File: config.mk
export PLATFORM = sky130hd
export DESIGN_NAME = controle_acesso
export DESIGN_NICKNAME = d
export VERILOG_FILES = /design/src/rtl/controle_acesso_pkg.sv /design/src/rtl/controle_acesso_temporizador.sv /design/src/rtl/controle_acesso.sv
export SDC_FILE = /design/constraint.sdc
export NUM_CORES = 1
export LEC_CHECK = 0
export BUFFER_PORTS_ARGS = -buffer_cell sky130_fd_sc_hd__buf_2
export CAP_MARGIN = 40
export CORE_UTILIZATION = 35
export CTS_CLUSTER_DIAMETER = 100
export CTS_CLUSTER_SIZE = 28
export DETAILED_ROUTE_END_ITERATION = 8
export HOLD_SLACK_MARGIN = 0.03
export MAX_ROUTING_LAYER = met4
export PLACE_DENSITY_LB_ADDON = 0.25
export SLEW_MARGIN = 10
export SYNTH_ARGS = -nofsm -noshare
export SYNTH_HDL_FRONTEND = slang
export SYNTH_HIERARCHICAL = 1
export SYNTH_SLANG_ARGS = --single-unit
export TNS_END_PERCENT = 1
File: constraint.sdc
create_clock -name clk -period 7.23 [get_ports clk]
set_input_delay 1.446 -clock clk [delete_from_list [all_inputs] [get_ports clk]]
set_output_delay 1.446 -clock clk [all_outputs]
set_load 0.01 [all_outputs]
File: src/rtl/controle_acesso_pkg.sv
// Shared types and constants for the access sequencer.
// Holds the keypad PIN bundles and lockout helpers.
package controle_acesso_pkg;

    typedef struct packed {
        logic [3:0][3:0] digitos;
        logic            status;
    } pinPac_t;

    typedef struct packed {
        logic [3:0][3:0] digitos;
        logic            master;
        logic            status;
    } setupPac_t;

    localparam int         LOCK_LEVEL_MAX = 2;
    localparam logic [3:0] PIN_VAZIO      = 4'hF;

    function automatic logic [1:0] nivel_next(input logic [1:0] n);
        if (n >= 2'(LOCK_LEVEL_MAX))
            return 2'(LOCK_LEVEL_MAX);
        return n + 2'd1;
    endfunction

endpackage

File: src/rtl/controle_acesso_temporizador.sv
// Loadable down-counter shared by the response, open and lockout timers.
// Load wins over enable; the count holds at zero.
module temporizador_regressivo #(
    parameter int W = 32
) (
    input  logic         clk,
    input  logic         rst,
    input  logic         i_load,
    input  logic [W-1:0] i_load_val,
    input  logic         i_en,
    output logic [W-1:0] o_count,
    output logic         o_zero
);

    logic [W-1:0] r_count;

    always_ff @(posedge clk) begin
        if (rst)
            r_count <= '0;
        else if (i_load)
            r_count <= i_load_val;
        else if (i_en && (r_count != '0))
            r_count <= r_count - W'(1);
    end

    assign o_count = r_count;
    assign o_zero  = (r_count == '0);

endmodule

File: src/rtl/controle_acesso.sv
// Access sequencer: forwards one PIN per attempt, waits for the verdict,
// then opens the door, enters setup or imposes an escalating lockout.
module controle_acesso
    import controle_acesso_pkg::*;
#(
    parameter int MAX_FAIL     = 3,
    parameter int OPEN_CYCLES  = 250_000_000,
    parameter int LOCK_CYCLES  = 500_000_000,
    parameter int RESP_TIMEOUT = 64,
    parameter int TIMER_W      = 32
) (
    input  logic               clk,
    input  logic               rst,
    input  pinPac_t            pin_in,
    input  logic               senha_fail,
    input  logic               senha_padrao,
    input  logic               senha_master,
    input  logic               setup_done,
    output pinPac_t            pin_out,
    output logic               tranca_aberta,
    output logic               modo_setup,
    output logic               bloqueado,
    output logic [1:0]         tentativas,
    output logic [TIMER_W-1:0] tempo_restante,
    output logic               erro_timeout
);

    typedef enum logic [2:0] {
        IDLE,
        ENVIA,
        AGUARDA,
        ABERTO,
        SETUP,
        BLOQUEIO
    } estado_t;

    estado_t r_estado;
    estado_t w_next;

    logic            r_status_d;
    logic [3:0][3:0] r_digitos;
    logic            r_envia;
    logic            r_aberta;
    logic            r_setup;
    logic            r_bloq;
    logic            r_timeout;
    logic [1:0]      r_fails;
    logic [1:0]      r_nivel;

    logic               w_new_pin;
    logic               w_ld;
    logic [TIMER_W-1:0] w_ld_val;
    logic               w_en;
    logic [TIMER_W-1:0] w_count;
    logic               w_zero;
    logic [TIMER_W-1:0] w_lock_val;
    logic [2:0]         w_fails_inc;
    logic               w_captura;
    logic               w_limpa;
    logic               w_falha;
    logic               w_timeout;
    logic               w_bloqueia;
    logic               w_libera;

    assign w_new_pin   = pin_in.status & ~r_status_d;
    assign w_lock_val  = TIMER_W'(LOCK_CYCLES) << r_nivel;
    assign w_fails_inc = {1'b0, r_fails} + 3'd1;

    temporizador_regressivo #(
        .W(TIMER_W)
    ) u_timer (
        .clk       (clk),
        .rst       (rst),
        .i_load    (w_ld),
        .i_load_val(w_ld_val),
        .i_en      (w_en),
        .o_count   (w_count),
        .o_zero    (w_zero)
    );

    always_ff @(posedge clk) begin
        if (rst)
            r_estado <= IDLE;
        else
            r_estado <= w_next;
    end

    always_comb begin
        w_next     = r_estado;
        w_ld       = 1'b0;
        w_ld_val   = '0;
        w_en       = 1'b0;
        w_captura  = 1'b0;
        w_limpa    = 1'b0;
        w_falha    = 1'b0;
        w_timeout  = 1'b0;
        w_bloqueia = 1'b0;
        w_libera   = 1'b0;
        unique case (r_estado)
            IDLE: begin
                if (w_new_pin) begin
                    w_next    = ENVIA;
                    w_captura = 1'b1;
                end
            end
            ENVIA: begin
                w_ld     = 1'b1;
                w_ld_val = TIMER_W'(RESP_TIMEOUT);
                w_next   = AGUARDA;
            end
            AGUARDA: begin
                w_en = 1'b1;
                if (senha_master) begin
                    w_next  = SETUP;
                    w_limpa = 1'b1;
                end else if (senha_padrao) begin
                    w_next   = ABERTO;
                    w_limpa  = 1'b1;
                    w_ld     = 1'b1;
                    w_ld_val = TIMER_W'(OPEN_CYCLES);
                end else if (senha_fail || w_zero) begin
                    // an explicit fail in the last cycle is not a timeout
                    w_falha   = 1'b1;
                    w_timeout = ~senha_fail;
                    if (w_fails_inc == 3'(MAX_FAIL)) begin
                        w_next     = BLOQUEIO;
                        w_bloqueia = 1'b1;
                        w_ld       = 1'b1;
                        w_ld_val   = w_lock_val;
                    end else begin
                        w_next = IDLE;
                    end
                end
            end
            ABERTO: begin
                w_en = 1'b1;
                if (w_count <= TIMER_W'(1))
                    w_next = IDLE;
            end
            SETUP: begin
                if (setup_done)
                    w_next = IDLE;
            end
            BLOQUEIO: begin
                w_en = 1'b1;
                if (w_count <= TIMER_W'(1)) begin
                    w_next   = IDLE;
                    w_libera = 1'b1;
                end
            end
            default: w_next = IDLE;
        endcase
    end

    always_ff @(posedge clk) begin
        if (rst) begin
            r_status_d <= 1'b0;
            r_digitos  <= {4{PIN_VAZIO}};
            r_envia    <= 1'b0;
            r_aberta   <= 1'b0;
            r_setup    <= 1'b0;
            r_bloq     <= 1'b0;
            r_timeout  <= 1'b0;
            r_fails    <= 2'd0;
            r_nivel    <= 2'd0;
        end else begin
            r_status_d <= pin_in.status;
            if (w_captura)
                r_digitos <= pin_in.digitos;
            r_envia   <= (w_next == ENVIA);
            r_aberta  <= (w_next == ABERTO);
            r_setup   <= (w_next == SETUP);
            r_bloq    <= (w_next == BLOQUEIO);
            r_timeout <= w_timeout;
            if (w_limpa) begin
                r_fails <= 2'd0;
                r_nivel <= 2'd0;
            end else if (w_bloqueia) begin
                r_fails <= 2'(MAX_FAIL);
                r_nivel <= nivel_next(r_nivel);
            end else if (w_falha) begin
                r_fails <= w_fails_inc[1:0];
            end else if (w_libera) begin
                r_fails <= 2'd0;
            end
        end
    end

    assign pin_out.digitos = r_digitos;
    assign pin_out.status  = r_envia;
    assign tranca_aberta   = r_aberta;
    assign modo_setup      = r_setup;
    assign bloqueado       = r_bloq;
    assign tentativas      = r_fails;
    assign erro_timeout    = r_timeout;
    assign tempo_restante  = (r_aberta || r_bloq) ? w_count : '0;

endmodule

After elaboration in Yosys (flattened, before gate mapping)
Index checks and enable logic that the tools add are counted.

storage, ports and cells
  register bits = 61
  input bits = 23
  output and inout bits = 55
  word-level logic and storage cells = 92

operators by class
  add/sub/neg operators = 3
  magnitude comparators = 2
  eq/ne operators = 10
  shift operators = 1
  mux-type cells = 45
  bitwise logic cells = 5
  reduce and logical (&&, ||, !) cells = 12

operator list
  operator                                                                            number
  32-bit two-way mux                                                                  7
  32-bit one-hot mux with 2 select lines                                              1
  32-bit by 1-bit less-or-equal comparator with 1-bit output (second input constant)  1
  32-bit logical NOT                                                                  1
  32-bit nonzero test                                                                 1
  29-bit by 2-bit left shift with 32-bit output (first input constant)                1
  32-bit by 1-bit subtractor with 32-bit output (second input constant)               1
  1-bit two-way mux                                                                   23
  3-bit two-way mux                                                                   7
  3-bit one-hot mux with 5 select lines                                               1
  3-bit by 2-bit == test with 1-bit output (second input constant)                    4
  3-bit == test (second input constant)                                               4
  2-bit two-way mux                                                                   5
  3-bit by 1-bit == test with 1-bit output (second input constant)                    2
  5-bit OR reduction                                                                  1
  1-bit inverter                                                                      4
  2-bit OR reduction                                                                  2
  2-bit by 1-bit adder with 3-bit output (second input constant)                      1
  3-bit logical NOT                                                                   1
  3-bit nonzero test                                                                  1
  3-bit OR reduction                                                                  1
  2-bit by 1-bit adder with 2-bit output (second input constant)                      1
  2-bit >= comparator (second input constant)                                         1
  1-bit logical OR                                                                    2
  4 further kinds                                                                     4

Logic depth before layout (Yosys ltp)
Gate-level depths: netlist (run 1).

  depth after elaboration = 11
  mapped depth = 12
  gate-level depth less buffers = 12

Hierarchy
Netlist (run 1), hierarchy kept.

modules (own cells, without submodules)
  module                   instances  cells an instance  area each (um^2)  sequential area each (um^2)
  temporizador_regressivo  1          233                1993.2            640.6
  controle_acesso          1          213                1749.2            580.6

Worst setup path before layout (run 1)
Ideal clock, no wire load.

  path kind = input-to-reg
  start point = in senha_fail
  end point = reg u_timer.r_count[1], in the netlist u_timer/o_count[1]
  library setup time = 0.083 ns
  arrival time = 3.053 ns
  data required time = 7.147 ns
  setup slack = 4.095 ns
  stages = 6
  path buffers = 1
  cells stage by stage = or2_2 -> and3_1 -> or3_1 -> clkbuf_1 -> or4_1 -> o221ai_1

between the ends
  word-level cells in the longest chain between the ends = 6
  elaborated cells on any way between the ends = 11
  those cells by class = 9 x mux; 2 x reduce/logical

ends and longest elaborated chain
  what                                                      RTL line                            RTL
  from (decl)                                               controle_acesso.sv:15               input logic senha_fail,
  1-bit logical OR (*)                                      controle_acesso.sv:121              end else if (senha_fail || w_zero) begin
  1-bit two-way mux (*)                                     controle_acesso.sv:121
  1-bit two-way mux (*)                                     controle_acesso.sv:116              end else if (senha_padrao) begin
  1-bit two-way mux (*)                                     controle_acesso.sv:113              if (senha_master) begin
  1-bit one-hot mux with 2 select lines (*)                 controle_acesso.sv:99               unique case (r_estado)
  named net w_ld                                            controle_acesso.sv:51               logic w_ld;
  32-bit two-way mux or 2-bit nonzero test (tied branches)  -
  to (signal assigned)                                      controle_acesso_temporizador.sv:21  r_count <= i_load_val;
  to (signal assigned)                                      controle_acesso_temporizador.sv:23  r_count <= r_count - W'(1);
  to (decl)                                                 controle_acesso_temporizador.sv:15  logic [W-1:0] r_count;

Mark *: on every way through the listed nets, which the timed path passes. The rest lies on a longest branch.
A chain may end at the register's enable or synchronous reset.

Worst setup path in the final report (run 1)
  start point = reg u_timer.r_count[19], in the netlist u_timer/o_count[19]
  end point = reg u_timer.r_count[15], in the netlist u_timer/o_count[15]

between the ends
  word-level cells in the longest chain between the ends = 7
  elaborated cells on any way between the ends = 14
  those cells by class = 9 x mux; 5 x reduce/logical

ends and longest elaborated chain
  what                                                      RTL line                            RTL
  32-bit logical NOT (*)                                    controle_acesso_temporizador.sv:27  assign o_zero = (r_count == '0);
  named net w_zero                                          controle_acesso.sv:55               logic w_zero;
  1-bit logical OR (*)                                      controle_acesso.sv:121
  1-bit two-way mux (*)                                     controle_acesso.sv:121
  1-bit two-way mux (*)                                     controle_acesso.sv:116
  1-bit two-way mux (*)                                     controle_acesso.sv:113
  1-bit one-hot mux with 2 select lines (*)                 controle_acesso.sv:99
  named net w_ld                                            controle_acesso.sv:51
  32-bit two-way mux or 2-bit nonzero test (tied branches)  -

Marked as above.

==> results of run 1 <==
[worst max-delay path, stage by stage, from the launching register on]
cell	delay [ps]
dfxtp_1	350
nor4_1	680
nand3_1	380
nor3_1	390
or2_2	200
and3_1	220
or3_1	420
inv_2	210
buf_12	230
nor2_1	170
a311oi_2	60
[flip-flops by register name, indices dropped and copies added (netlist names)]
signal / flops
r_nivel: 2
erro_timeout: 1
tranca_aberta: 1
modo_setup: 1
pin_out: 16
r_status_d: 1
r_estado: 3
r_envia: 1
tentativas: 2
bloqueado: 1
u_timer/o_count: 32
[power by group through the flow]
stage          Sequential, mW  Combinational [mW]  Clock [mW]
6_report                0.463               0.472       0.310
5_1_grt                 0.473               0.518       0.333
4_1_cts                 0.462               0.468       0.319
3_5_place_dp            0.469               0.465           0
3_3_place_gp            0.470               0.455           0
2_1_floorplan           0.445               0.369           0
[worst max path at each step]
stage	startpoint	to	slack, ps
finish	u_timer/o_count[19]$_SDFFE_PP0P_	u_timer/o_count[15]$_SDFFE_PP0P_	3750
global route	u_timer/o_count[19]$_SDFFE_PP0P_	u_timer/o_count[15]$_SDFFE_PP0P_	3420
CTS	u_timer/o_count[0]$_SDFFE_PP0P_	u_timer/o_count[9]$_SDFFE_PP0P_	3770
detailed placement	senha_master	u_timer/o_count[9]$_SDFFE_PP0P_	3630
global placement	senha_master	u_timer/o_count[11]$_SDFFE_PP0P_	3430
floorplan	senha_fail	u_timer/o_count[1]$_SDFFE_PP0P_	4090
[logic make-up (layout without fill, tap and decap cells)]
family / count (synthesis) / in the layout / share of synthesized area (%)
AOI/OAI and AO/OA: 99 / 99 / 21.06
xor gates and xnor gates: 9 / 9 / 2.106
adders and majority gates: 8 / 8 / 2.675
buffers and inverters: 39 / 110 / 4.781
DFF: 61 / 61 / 32.63
muxes: 16 / 16 / 4.279
other: 1 / 6 / 0.1002
and+or+nand+nor: 213 / 213 / 32.36
[through the flow]
step                      area [sq um]  instances  util [%]
after floorplan                   3761        451         -
after global placement            4215        641     40.83
after detailed placement          4235        642     41.03
after CTS                         4433        658     42.94
after global routing              4433        658     42.94
final                             4433        658     42.94
[area by class of cell]
| class | instances | area, sq um | area share (%) |
|---|---|---|---|
| multi-input cells | 351 | 2364 | 53.32 |
| clock inverters | 7 | 73.82 | 1.665 |
| repair buffers | 82 | 435.4 | 9.822 |
| clock buffers | 9 | 123.9 | 2.794 |
| well taps | 136 | 170.2 | 3.839 |
| flip-flops and latches | 61 | 1221 | 27.55 |
| inverters | 12 | 45.04 | 1.016 |
[synth_stat cells, drive strengths merged, types with 2 or more instances]
library cell	instances	area, sq um
nor4	14	132.6
xor2	3	26.28
or3	15	103.9
nor2b	35	219.0
o21bai	2	15.01
and2	5	31.28
nor2	42	157.7
o2bb2ai	2	23.77
nand4	4	40.04
or2	6	37.54
a21boi	2	15.01
nand2b	6	40.04
ha	8	100.1
buf	7	58.80
a21oi	7	38.79
a211oi	13	97.59
xnor2	6	52.55
nand3	6	30.03
a31oi	5	31.28
dfxtp	61	1221
nor3	12	71.32
o21ai	15	75.07
clkbuf	20	75.07
and3	4	25.02
o31a	3	26.28
or4	10	78.82
and4	2	17.52
nor3b	2	15.01
o31ai	11	96.34
a311oi	18	195.2
o211ai	4	30.03
inv	11	41.29
o22ai	2	12.51
nand2	45	168.9
o41ai	2	17.52
a2111oi	3	26.28
mux2i	16	160.2
[per-layer routing]
| metal | track usage [%] | wire length (microns) | up-vias |
|---|---|---|---|
| met1 | 24.97 | 5000 | 1700 |
| met3 | 3.958 | 437 | 15 |
| met5 | - | 0 | - |
| met4 | 5.835 | 140 | 0 |
| met2 | 29.32 | 4587 | 97 |
| li1 | - | - | 1789 |
==> flow_summary.toml, run 1 <==
[routing]
viasPerCell = 5.473
finalWirelength_mm = 10.17
ant_nets = 0
drcViolationCount = 0
num_vias = 3601
firstDrtPassIters = 4
first_iter_violations = 206
avgRoutedWirePerCell_microns = 15.45

[die]
die-area_sq_um = 11110
start_util_pct = 36.25
core-area_sq_um = 10320
num_rows = 37
die-height_microns = 105.4
ios = 78
die_w_microns = 105.4

[timing]
clock_skew_ps = 9.768
fmax_mhz = 287.7
slew_headroom_pct = 49.88
rsz0062_at_grt = "false"
slew_viol_final = 0
timing.setup.tns_ps = 0
finalHoldViolCount = 0
hold_ws_ps = 467.4
timing.final.crit_share_pct = 48.07
worstMarginPinSlew_ps = 745.0
setup_ws_ps = 3755
finalSetupViolCount = 0
min_period_ps = 3475

[setup_path]
path_max_fanout = 44
reg2reg_setup_slack_ps = 3750
worstRegToRegCells = 10
start_kind = "flip-flop"
crit_path_end_kind = "flip-flop"
cp.arrival_ps = 3680
crit_required_ps = 7440
r2r-start = "u_timer/o_count[19]$_SDFFE_PP0P_"
path_class = "reg2reg"
rr_endpoint = "u_timer/o_count[15]$_SDFFE_PP0P_"

[power_and_ir_drop]
swShare_pct = 40.91
power_mw = 1.245
leakage_nw = 1.703
intPower_uw = 735.6
power_density_nw_per_um2 = 280.8
clkPwrFrac_pct = 24.9
ir_drop_v = 0.0001242
sequentialPowerShare_pct = 37.2
power.switching_uw = 509.3
p_comb_share_pct = 37.9

[cells_and_area]
fillers = 1037
diodes = 0
final_cell_mix = "buf_2, dfxtp_1, nand2_1"
area_growth_pct = 18.46
layout_commonest_cell = "buf_2"
final_layout_size_suffix_gt1_share_pct = 23.75
fin_nets = 548

[yosys]
async_reset_ff_share_pct = 0
synth_area_sq_um = 3742
synth.distinct_cells = 69
ys_seq_area_share_pct = 32.63
synth-edff-count = 0
netlist_instances = 446
syn_avg_cell_area_sq_um = 8.391
ys_warn_count = 6
ys.flop_type = "dfxtp_1"
ys_seq_elements = 61

[place]
place_ws_ps = 3629
place_hpwl_mm = 7.332
io_buffers = 77
gp_congestion = 0.8728

[worst_hold_path]
min_to = "pin_out[12]$_SDFFE_PP1P_"
hold_path_depth = 2
hold_start = "pin_out[12]$_SDFFE_PP1P_"
hp-class = "reg2reg"

[clocking]
cts_repair_resize_count = 0
clk_path_buf_depth = 2
cts-root-buf = "clkbuf_8"
clk_pin_slew_ps = 70
h-tree-depth = 3
cts_tree = "built"
post_cts_buffers = 0
cts_sinks = 61
numCtsBuffers = 9
insertion_delay_ps = 350
cts_hold_buf = 0

[grt]
grt_pass1_wl_mm = 16.35
grt_max_degree = 46
antenna_found_initial = 0
grt_pass1_vias = 3267
gr-total-overflow = 0
track_usage_pct = 19.03

[job]
cap_violations = 0

[run_status]
status = "completed"
Note: power is estimated with default switching activity, not from simulation.
==> run 2, diff against run 1 <==
Settings changed: ABC_AREA set to 1.
Clock period 7.23 ns to 3.5 ns, I/O delays scaled along.
==> flow_summary.toml, run 2 <==
[run_status]
status = "finished with violations"
violations = "DRC"

[clocking]
clk_pin_slew_ps = 60
cts_hold_buf = 0
h-tree-depth = 3
cts_sinks = 61
clk_path_buf_depth = 2
cts_repair_resize_count = 0
post_cts_buffers = 0
numCtsBuffers = 9
insertion_delay_ps = 330
cts_tree = "built"
cts-root-buf = "clkbuf_16"

[routing]
firstDrtPassIters = 7
num_vias = 4361
finalWirelength_mm = 11.75
viasPerCell = 4.699
drcViolationCount = 8
avgRoutedWirePerCell_microns = 12.66
ant_nets = 0
first_iter_violations = 287

[die]
num_rows = 39
ios = 78
start_util_pct = 36.51
die_w_microns = 112.1
core-area_sq_um = 11610
die-area_sq_um = 12560
die-height_microns = 112.1

[power_and_ir_drop]
ir_drop_v = 0.0002734
power_density_nw_per_um2 = 539.5
leakage_nw = 2.505
power_mw = 2.738

[yosys]
synth-edff-count = 0
ys_seq_elements = 61
netlist_instances = 702
yosys.area.top_type = "dfxtp_1"
synth_area_sq_um = 4240
syn_avg_cell_area_sq_um = 6.040
ys.flop_type = "dfxtp_1"
ys_warn_count = 6
ys_top_cells_by_count = "nor2_1, nand2_1, inv_1, dfxtp_1, nand3_1"
ys_seq_area_share_pct = 28.80
ys_top_cells_by_area = "dfxtp_1, nor2_1, nand2_1, inv_1, nand3_1"
async_reset_ff_share_pct = 0
yosysMostFrequentCell = "nor2_1"
yosys.area.top_type_share_pct = 28.80
synth.distinct_cells = 39

[cells_and_area]
fin_cells = 928
layout_commonest_cell = "nor2_1"
area_growth_pct = 19.68
largest_reg_flops = 32
fin_nets = 811
stdcell_area_sq_um = 5075
fillers = 1294
final_layout_size_suffix_gt1_share_pct = 17.96
final_cell_mix = "nor2_1, nand2_1, buf_2"
diodes = 0

[place]
dp_cells = 912
io_buffers = 77
place_hpwl_mm = 8.841
gp_congestion = 0.8641
placed_area_sq_um = 4748

[setup_path]
start_kind = "flip-flop"
cp.arrival_ps = 3260
crit_required_ps = 3720
crit_path_end_kind = "flip-flop"
path_max_fanout = 28
path_class = "reg2reg"

[timing]
clock_skew_ps = 9.707
rsz0062_at_grt = "false"
finalHoldViolCount = 0
timing.final.crit_share_pct = 86.92
hold_ws_ps = 454.4
timing.setup.tns_ps = 0
fmax_mhz = 328.7
min_period_ps = 3042
worstMarginPinSlew_ps = 551.6
slew_headroom_pct = 63.03
slew_viol_final = 0
finalSetupViolCount = 0

[grt]
antenna_found_initial = 0
grt_pass1_wl_mm = 20.00
grt_max_degree = 33
track_usage_pct = 20.55
gr-total-overflow = 0
grt_pass1_vias = 4067

[job]
cap_violations = 0

[worst_hold_path]
hp-class = "reg2reg"
-- run 2: worst paths after layout --
kind / startpoint / end / slack [ps] / cells after the start
min reg2reg: pin_out[13]$_SDFFE_PP1P_ / pin_out[13]$_SDFFE_PP1P_ / 450 / 2
min: pin_out[13]$_SDFFE_PP1P_ / pin_out[13]$_SDFFE_PP1P_ / 450 / 2
max: u_timer/o_count[0]$_SDFFE_PP0P_ / u_timer/o_count[30]$_SDFFE_PP0P_ / 460 / 22
max reg2reg: u_timer/o_count[0]$_SDFFE_PP0P_ / u_timer/o_count[30]$_SDFFE_PP0P_ / 460 / 22
-- run 2: layer usage --
metal	global-route usage, %	vias up	part of all wire, %	wire length, microns
li1	-	2321	-	-
met1	27.89	1892	50	5861
met2	31.06	139	43	5095
met3	3.456	9	5.3	618
met4	6.756	0	1.5	171
met5	-	-	0	0
-- run 2: through the flow --
step / utilization [%] / worst slack, ps
2_1_floorplan: - / 729.0
3_3_place_gp: 40.89 / 561.0
3_5_place_dp: 40.89 / 465.5
4_1_cts: 43.70 / 455.5
5_1_grt: 43.70 / 12.66
6_report: 43.70 / 457.8
-- run 2: cells by family after synthesis --
kind of cell	count (synthesis)	share of synthesized area (%)
AND/OR/NAND/NOR	461	47.54
buffers and inverters	101	10.27
flip-flops	61	28.80
other	1	0.08844
XOR/XNOR	18	3.718
adder cells (fa/ha/maj)	8	2.361
AO/OA/AOI/OAI	52	7.229
-- run 2: area by class of cell --
| type | instances | area, sq um | area share (%) |
|---|---|---|---|
| multi-input cells | 545 | 2605 | 51.33 |
| clock buffers | 12 | 256.5 | 5.054 |
| inverters | 78 | 297.8 | 5.868 |
| clock inverters | 4 | 70.07 | 1.381 |
| flip-flops and latches | 61 | 1221 | 24.06 |
| repair buffers | 85 | 445.4 | 8.777 |
| well taps | 143 | 178.9 | 3.526 |
-- run 2: report_power, final --
group	internal, mW	total, mW	switching, mW
registers	0.758	0.846	0.0880
clock network	0.660	0.973	0.313
logic	0.312	0.919	0.607
total	1.73	2.74	1.01
-- run 2: worst max-delay path, stage by stage (launching register included) --
cell,delay (ps)
dfxtp_1,320
inv_1,90
ha_1,320
nand2_4,110
nor2_8,160
nand2_1,100
nor3_1,130
nand2_1,70
nor2_1,90
inv_1,60
nand2_1,90
nand2_1,70
inv_1,60
nand2_2,140
nand2_1,120
inv_1,80
nand2_1,80
inv_1,80
buf_4,200
nand2_4,290
nor2_1,100
nor2_1,110
nor2_1,40
==> run 3, diff against run 2 <==
Settings changed: CORE_UTILIZATION 35 to 30.
==> flow_summary.toml, run 3 (synthesized netlist as in run 2, its figures left out) <==
[cells_and_area]
largest_reg_flops = 32
final_layout_size_suffix_gt1_share_pct = 18.22
fillers = 1540
fin_nets = 811
area_growth_pct = 21.10
layout_commonest_cell = "nor2_1"
final_cell_mix = "nor2_1, nand2_1, buf_2"
fin_cells = 965
diodes = 0

[grt]
gr-total-overflow = 0
grt-busiest-layer = "met2"
track_usage_pct = 18.04
met3_usage_pct = 3.383
grt_pass1_wl_mm = 20.24
use_met1_pct = 24.08
antenna_found_initial = 0
use_met2_pct = 27.14
grt_max_degree = 33
grt_pass1_vias = 3971

[setup_path]
r2r-start = "u_timer/o_count[0]$_SDFFE_PP0P_"
start_kind = "flip-flop"
startpoint = "u_timer/o_count[0]$_SDFFE_PP0P_"
critical_path.slowest_cell = "o21ai_0"
crit_top_cell = "nand2_1"
worstRegToRegCells = 20
crit_chain = "inv_1 > ha_1 > nand2_4 > nor2_8 > nand2_1 > nor3_1 > nand2_1 > nor2_1 > inv_1 > nand2_1 > nand2_1 > inv_1 > nand2_2 > nand2_1 > inv_1 > nand2_1 > clkinvlp_4 > buf_4 > o21ai_0 > nor3_2"
cp.arrival_ps = 3300
max_stage_delay_ps = 370
crit_required_ps = 3700
reg2reg_setup_slack_ps = 400
path_max_fanout = 13
crit_path_end_kind = "flip-flop"
path_class = "reg2reg"
rr_endpoint = "u_timer/o_count[11]$_SDFFE_PP0P_"
path_buf_inv = 6
cp_top_family = "simple AND/OR/NAND/NOR gates"

[timing]
rsz0062_at_grt = "false"
hold_ws_ps = 451.1
setup_ws_ps = 399.5
min_period_ps = 3100
slew_viol_final = 0
timing.setup.tns_ps = 0
clock_skew_ps = 6.467
timing.final.crit_share_pct = 88.59
finalSetupViolCount = 0
worstMarginPinSlew_ps = 735.5
slew_headroom_pct = 50.81
fmax_mhz = 322.5
finalHoldViolCount = 0

[power_and_ir_drop]
swShare_pct = 38.22
leakage_nw = 2.492
sequentialPowerShare_pct = 30.9
p_comb_share_pct = 33.9
ir_drop_v = 0.0001854
clkPwrFrac_pct = 35.2
power_density_nw_per_um2 = 534.7
power.switching_mw = 1.050
intPower_mw = 1.696

[place]
place_hpwl_mm = 9.317
place_ws_ps = 298.3
gp_congestion = 0.8892
io_buffers = 77
dp_cells = 946

[clocking]
cts_sinks = 61
clk_path_buf_depth = 2
h-tree-depth = 3
cts_hold_buf = 0
insertion_delay_ps = 330
numCtsBuffers = 9
cts-root-buf = "clkbuf_16"
cts_tree = "built"
clk_pin_slew_ps = 60

[worst_hold_path]
hold_path_depth = 2
hp-class = "reg2reg"
hold_start = "pin_out[15]$_SDFFE_PP1P_"
min_to = "pin_out[15]$_SDFFE_PP1P_"

[die]
ios = 78
die-area_sq_um = 14610
die_w_microns = 120.9
num_rows = 43
core-area_sq_um = 13830
die-height_microns = 120.9
start_util_pct = 30.67

[routing]
drcViolationCount = 0
finalWirelength_mm = 12.26
firstDrtPassIters = 6
first_iter_violations = 328
num_vias = 4375
viasPerCell = 4.534
ant_nets = 0
avgRoutedWirePerCell_microns = 12.70

[job]
cap_violations = 0

[run_status]
status = "completed"
==> run 3: cell count changes in the layout (fill, tap and decap cells not counted) <==
cell,previous run,this run
clkinvlp_4,0,3
clkbuf_8,2,0
nand2_2,4,3
clkbuf_1,1,0
inv_1,73,72
nand2_8,0,1
inv_6,0,1
clkinv_4,1,2
clkinv_2,2,1
==> run 3: metal layers <==
layer  vias up  routed length (microns)  share of wire, %
met4         0                      231               1.9
met2       105                     5295                43
met1      1926                     6250                51
met5         -                        0                 0
li1       2328                        -                 -
met3        16                      480               3.9
==> run 3: worst max-delay path by stage <==
stage	slack, ps	end	cells past startpoint
after global routing	30	u_timer/o_count[7]$_SDFFE_PP0P_	22
final	400	u_timer/o_count[11]$_SDFFE_PP0P_	20
after CTS	290	u_timer/o_count[7]$_SDFFE_PP0P_	21
after global placement	390	u_timer/o_count[7]$_SDFFE_PP0P_	21
after floorplan	730	u_timer/o_count[22]$_SDFFE_PP0P_	23
after detailed placement	300	u_timer/o_count[7]$_SDFFE_PP0P_	21
==> run 3: worst min-delay path, delay by kind of cell (launching register included) <==
| family | cells | cell delay (ps) |
|---|---|---|
| simple gates | 2 | 100 |
| flops | 1 | 320 |
==> run 3: power groups by stage <==
stage                     clock, mW  sequential [mW]  combinational [mW]
after CTS                     0.991            0.846               0.924
after global placement            0            0.861               0.918
after floorplan                   0            0.844               0.711
after detailed placement          0            0.861               0.919
after global routing           1.02            0.860                1.05
final                         0.968            0.848               0.930
==> run 3: through the flow <==
step                util, %  total power [mW]  area [sq um]
floorplan                 -             1.555          4259
global placement      34.51             1.780          4772
detailed placement    34.51             1.781          4772
CTS                   36.85             2.761          5095
global route          37.14             2.932          5135
finish                37.14             2.746          5135
==> run 3: what timing repair did <==
item                       CTS  global route
setup buffers                0             3
setup endpoints to repair    0            31
gates resized for setup      0             3
==> run 3: cell type report <==
cell class / count / area, sq um / share of cell area [%]
tap: 180 / 225.2 / 4.386
clock inverter: 7 / 97.59 / 1.901
sequential: 61 / 1221 / 23.78
timing repair buffer: 85 / 445.4 / 8.674
multi-input combinational: 545 / 2619 / 51.00
clock buffer: 9 / 225.2 / 4.386
inverter: 78 / 301.5 / 5.872
